### config.mk
export PLATFORM = sky130hd
export DESIGN_NAME = noc_link_rx
export DESIGN_NICKNAME = d
export VERILOG_FILES = /design/src/rtl/noc_pkg.sv /design/src/rtl/noc_flit_fifo.sv /design/src/rtl/noc_link_rx.sv
export SDC_FILE = /design/constraint.sdc
export NUM_CORES = 1
export LEC_CHECK = 0
export ABC_AREA = 1
export BUFFER_PORTS_ARGS = -buffer_cell sky130_fd_sc_hd__buf_2
export CORE_UTILIZATION = 50
export DETAILED_ROUTE_END_ITERATION = 12
export PLACE_DENSITY = 0.75
export REMOVE_ABC_BUFFERS = 1
export SETUP_SLACK_MARGIN = 0.5
export SLEW_MARGIN = 20
export SYNTH_ARGS = -nofsm -noshare
export SYNTH_HDL_FRONTEND = slang
export SYNTH_HIERARCHICAL = 1
export SYNTH_SLANG_ARGS = --single-unit
### constraint.sdc
create_clock -name clk_noc -period 7.1 [get_ports clk_noc]
set_clock_uncertainty 0.2 [all_clocks]
set_input_delay 1.065 -clock clk_noc [delete_from_list [all_inputs] [get_ports clk_noc]]
set_output_delay 1.065 -clock clk_noc [all_outputs]
set_load 0.02 [all_outputs]
### src/rtl/noc_pkg.sv
// Shared types for the NoC link receiver: flit layout and packet-tracking states.
package noc_pkg;

  localparam int FLIT_W = 32;
  localparam int DEST_W = 6;

  typedef struct packed {
    logic              is_tail;
    logic [DEST_W-1:0] dest;
    logic [FLIT_W-1:0] data;
  } flit_t;

  typedef enum logic {
    RX_IDLE,
    RX_BODY
  } rx_pkt_state_e;

endpackage

### src/rtl/noc_flit_fifo.sv
// Flit storage for the link receiver: power-of-two ring buffer with an occupancy count.
// Only pointers and count are reset; the storage array is never cleared.
module noc_flit_fifo
  import noc_pkg::*;
#(
  parameter int WIDTH = FLIT_W + DEST_W + 1,
  parameter int DEPTH = 4,
  localparam int PTR_W = $clog2(DEPTH),
  localparam int CNT_W = PTR_W + 1
) (
  input  logic             clk,
  input  logic             rst_n,
  input  logic             push,
  input  logic             pop,
  input  logic [WIDTH-1:0] din,
  output logic [WIDTH-1:0] dout,
  output logic             full,
  output logic             empty,
  output logic [CNT_W-1:0] count
);

  logic [WIDTH-1:0] mem [DEPTH];
  logic [PTR_W-1:0] wr_ptr;
  logic [PTR_W-1:0] rd_ptr;

  always_ff @(posedge clk) begin
    if (push) begin
      mem[wr_ptr] <= din;
    end
  end

  // Pointers wrap naturally because DEPTH is a power of two.
  always_ff @(posedge clk) begin
    if (!rst_n) begin
      wr_ptr <= '0;
      rd_ptr <= '0;
      count  <= '0;
    end else begin
      if (push) begin
        wr_ptr <= wr_ptr + PTR_W'(1);
      end
      if (pop) begin
        rd_ptr <= rd_ptr + PTR_W'(1);
      end
      case ({push, pop})
        2'b10:   count <= count + CNT_W'(1);
        2'b01:   count <= count - CNT_W'(1);
        default: count <= count;
      endcase
    end
  end

  assign dout  = mem[rd_ptr];
  assign full  = (count == CNT_W'(DEPTH));
  assign empty = (count == '0);

endmodule

### src/rtl/noc_link_rx.sv
// Receive terminator for a credit-based NoC link: buffers flits, streams them out, returns credits.
// Optional stats counters (flit_count, pkt_count) are enabled with NOC_LINK_RX_STATS_EN.
module noc_link_rx
  import noc_pkg::*;
#(
  parameter int FLIT_WIDTH        = FLIT_W,
  parameter int DEST_WIDTH        = DEST_W,
  parameter int FLIT_BUFFER_DEPTH = 4
) (
  input  logic                  clk_noc,
  input  logic                  rst_n,
  input  logic [FLIT_WIDTH-1:0] data_in,
  input  logic [DEST_WIDTH-1:0] dest_in,
  input  logic                  is_tail_in,
  input  logic                  send_in,
  output logic                  credit_out,
  output logic                  out_valid,
  input  logic                  out_ready,
  output logic [FLIT_WIDTH-1:0] out_data,
  output logic [DEST_WIDTH-1:0] out_dest,
  output logic                  out_is_tail,
  output logic                  overflow_err,
`ifdef NOC_LINK_RX_STATS_EN
  output logic [31:0]           flit_count,
  output logic [31:0]           pkt_count,
`endif
  output logic                  in_packet
);

  localparam int ENTRY_W = FLIT_WIDTH + DEST_WIDTH + 1;
  localparam int CNT_W   = $clog2(FLIT_BUFFER_DEPTH) + 1;

  logic               push;
  logic               pop;
  logic               full;
  logic               empty;
  logic [CNT_W-1:0]   count;
  logic [ENTRY_W-1:0] head;
  logic               credit_p1;
  rx_pkt_state_e      state;
  rx_pkt_state_e      state_nxt;

  // A push into a full buffer is legal only when the head leaves in the same cycle.
  assign pop  = ~empty & out_ready;
  assign push = send_in & (~full | pop);

  noc_flit_fifo #(
    .WIDTH (ENTRY_W),
    .DEPTH (FLIT_BUFFER_DEPTH)
  ) u_fifo (
    .clk   (clk_noc),
    .rst_n (rst_n),
    .push  (push),
    .pop   (pop),
    .din   ({is_tail_in, dest_in, data_in}),
    .dout  (head),
    .full  (full),
    .empty (empty),
    .count (count)
  );

  assign out_valid                          = (count != '0);
  assign {out_is_tail, out_dest, out_data}  = head;

  // Stage p1: credit returned one cycle after the pop that freed the entry.
  always_ff @(posedge clk_noc) begin
    if (!rst_n) begin
      credit_p1    <= 1'b0;
      overflow_err <= 1'b0;
    end else begin
      credit_p1    <= pop;
      overflow_err <= overflow_err | (send_in & full & ~pop);
    end
  end

  assign credit_out = credit_p1;

  always_ff @(posedge clk_noc) begin
    if (!rst_n) begin
      state <= RX_IDLE;
    end else begin
      state <= state_nxt;
    end
  end

  always_comb begin
    state_nxt = state;
    case (state)
      RX_IDLE: if (pop && !out_is_tail) state_nxt = RX_BODY;
      RX_BODY: if (pop &&  out_is_tail) state_nxt = RX_IDLE;
      default: state_nxt = RX_IDLE;
    endcase
  end

  assign in_packet = (state == RX_BODY);

`ifdef NOC_LINK_RX_STATS_EN
  always_ff @(posedge clk_noc) begin
    if (!rst_n) begin
      flit_count <= '0;
      pkt_count  <= '0;
    end else if (pop) begin
      flit_count <= flit_count + 32'd1;
      if (out_is_tail) begin
        pkt_count <= pkt_count + 32'd1;
      end
    end
  end
`endif

endmodule

==> metrics.md <==
| Metric | Value |
|---|---|
| Outcome | complete, no violations |
| DR pass1 iterations | 4 |
| Max-Cap Viols | 0 |
| Nets | 584 |
| TritonCTS Sinks | between 150 and 200 |
| Largest net degree at the start of global routing | 79 |
| Number of buffers created by CTS | 17 |
| Yosys top cell area share | 0.737 |
| Slew @ Worst Pin | about 1000 ps |
| Vias | approximately 3,800 |
| Hold_buf cts | 0 |
| Slew HR | 0.329 |
| Max Freq | 0.253 GHz |
| DRT antenna net count | 0 |
| Pwr/cell area | 364 nW/µm² |
| Max H-tree Level | 4 |
| First-pass GRT wire length | 18,500 µm |
| Synth async-reset ratio | 0 |
| Worst hold path type | reg2reg |
| Layout cells sized above 1 | 0.230 |
| GRT overflow | 0 |
| Mean Syn Cell Area | 14.0 µm² |
| Vias in the first global route | 3,783 |
| Io pins | 86 |
| Via density | 5.35 |
| Sequential-to-total area share from yosys stat | 0.774 |
| Detailed Route WL | 12,000 µm |
| Endpoint type of the worst setup path | primary output |
| Area Overhead vs Synth | 16.5% |
| Final Hold Viols | 0 |
| Reg area | roughly 5000 µm² |
| Synthesized cell area | 6360 µm² |
| DP HPWL | 6570 µm |
| Tmin final | just under 4000 ps |
| TNS Setup | 0 ps |
| Die width | ~110 µm |
| Top cells by area, synth | edfxtp_1, o21ai_0, nor2_1, o22ai_1, dfxtp_1 |
| Synth Instances | 454 |
| EDFF count, synth | ~160 |
| Library cells used by synthesis | 25 |
| Initial Util | 0.521 |
| Core ar. | 12,200 µm² |
| RSZ-0062 raised after global routing | no |
| WL per Instance | 16.8 µm |
| Area leader, netlist | edfxtp_1 |
| Synth Warn # | 6 |
| PostCTS Resize Cnt | 0 |
| Post-synthesis register bit count | 168 |
| Chip height | 115 µm |
| Initial antenna violation count | 1 |
| Largest fanout on the critical path | 78 |
| All-layer global routing usage | 0.190 |
| CTS Buffer Depth | 2 |
| CP Launch Type | flip-flop |
| Port Buffers | between 80 and 90 |
| Iter 0 DRT Violations | 497 |
| Die area | around 13,000 µm² |
| Final Power | 0.00270 W |
| Multi-input gate area | between 1000 and 1500 µm² |
| Worst-path clk slew | 60 ps |
| Ant. Diodes | 0 |
| CP required | approximately 5800 ps |
| Clk Latency, worst-skew pair | 410 ps |
| Num rows | 40 |
| Ys flop type | edfxtp_1 |
| Period utilization | 0.556 |
| Crit path DAT | 2680 ps |
| Post-synth top cells | edfxtp_1, nor2_1, o21ai_0 |
| Clock tree root buffer cell | clkbuf_16 |
| Gpl congestion | 0.751 |
| Post-CTS Setup Inserts | 0 |
| Final Slew Violations | 0 |
| CTS tree | yes |
| Post-route DRC | 0 |
| Leakage | ~2.7 nW |
| Critical path class | reg2out |
| Peak VDD IR | 0.190 mV |
| Count leader, synth | edfxtp_1 |
| Final core occ | 0.607 |
| Number of fill cells in the layout | 945 |
| # setup viols final | 0 |
## layout by cell type (no fill, tap or decap), types with 5 or more instances in the layout
master / n
inv_2: 5
edfxtp_1: 156
clkbuf_16: 17
inv_6: 5
nand2_1: 12
a21oi_1: 6
ha_1: 5
nor2_1: 84
inv_1: 16
dfxtp_1: 11
buf_2: 85
o21ai_0: 82
o22ai_1: 39
## power breakdown
group	internal [W]	leakage [nW]	switching, W
registers	0.00118	1.53	0.0000425
logic	0.000176	0.882	0.000434
clock network	0.000490	0.273	0.000376
total	0.00185	2.69	0.000852
## critical path: stages (launching register included)
cell and delay, ps:
dfxtp_2 720, buf_4 520, inv_4 380, o21ai_0 310
o22ai_1 110, buf_2 170
## cell families (layout without fill, tap and decap cells)
| kind of cell | count (synthesis) | in the layout | synth area share |
|---|---|---|---|
| DFF | 168 | 168 | 0.774 |
| AOI/OAI and AO/OA | 130 | 130 | 0.110 |
| and+or+nand+nor | 103 | 103 | 0.0628 |
| buffers and inverters | 47 | 140 | 0.0394 |
| adders and majority gates | 6 | 6 | 0.0130 |
## metrics by stage
step           instance area (µm²)  hold slack (ps)  cells  worst slack, ps
2_1_floorplan                 6190              212    429             3450
3_3_place_gp                  6850              226    684             3710
3_5_place_dp                  6850              234    684             3620
4_1_cts                       7410              242    715             3170
5_1_grt                       7410              283    715             2940
6_report                      7410              251    715             3150
## state kept, by name, indices dropped and copies added (netlist names), named ones only
name	flops
u_fifo/count	3
u_fifo/wr_ptr	2
u_fifo/mem	156
credit_out	1
u_fifo/rd_ptr	2
overflow_err	1
## layout make-up
cell class                      instances  area share
Sequential cell                       168       0.665
Multi-Input combinational cell        239       0.160
Clock buffer                           17      0.0574
Clock inverter                         14      0.0189
Inverter                               22      0.0115
Timing Repair Buffer                   87      0.0594
Tap cell                              168      0.0284
## per-layer routing
layer / wire length [µm] / track usage / up-vias / share of wire
met5: 8 / 0 / - / 0.00067
met4: 102 / 0.0848 / 2 / 0.0085
met3: 898 / 0.0480 / 10 / 0.075
met2: 5880 / 0.304 / 142 / 0.49
met1: 5130 / 0.248 / 1840 / 0.43
li1: - / - / 1831 / -
## worst paths after layout
check                                startpoint  depth (start not counted)                 to  slack, ps
worst max-delay path                  flip-flop                          5       out_data[17]       3150
worst min-delay path               overflow_err                          2       overflow_err        250
worst min register to register     overflow_err                          2       overflow_err        250
worst max register to register  u_fifo/count[1]                          6  u_fifo/mem[0][18]       4380
Note: power is estimated with default switching activity, not from simulation.
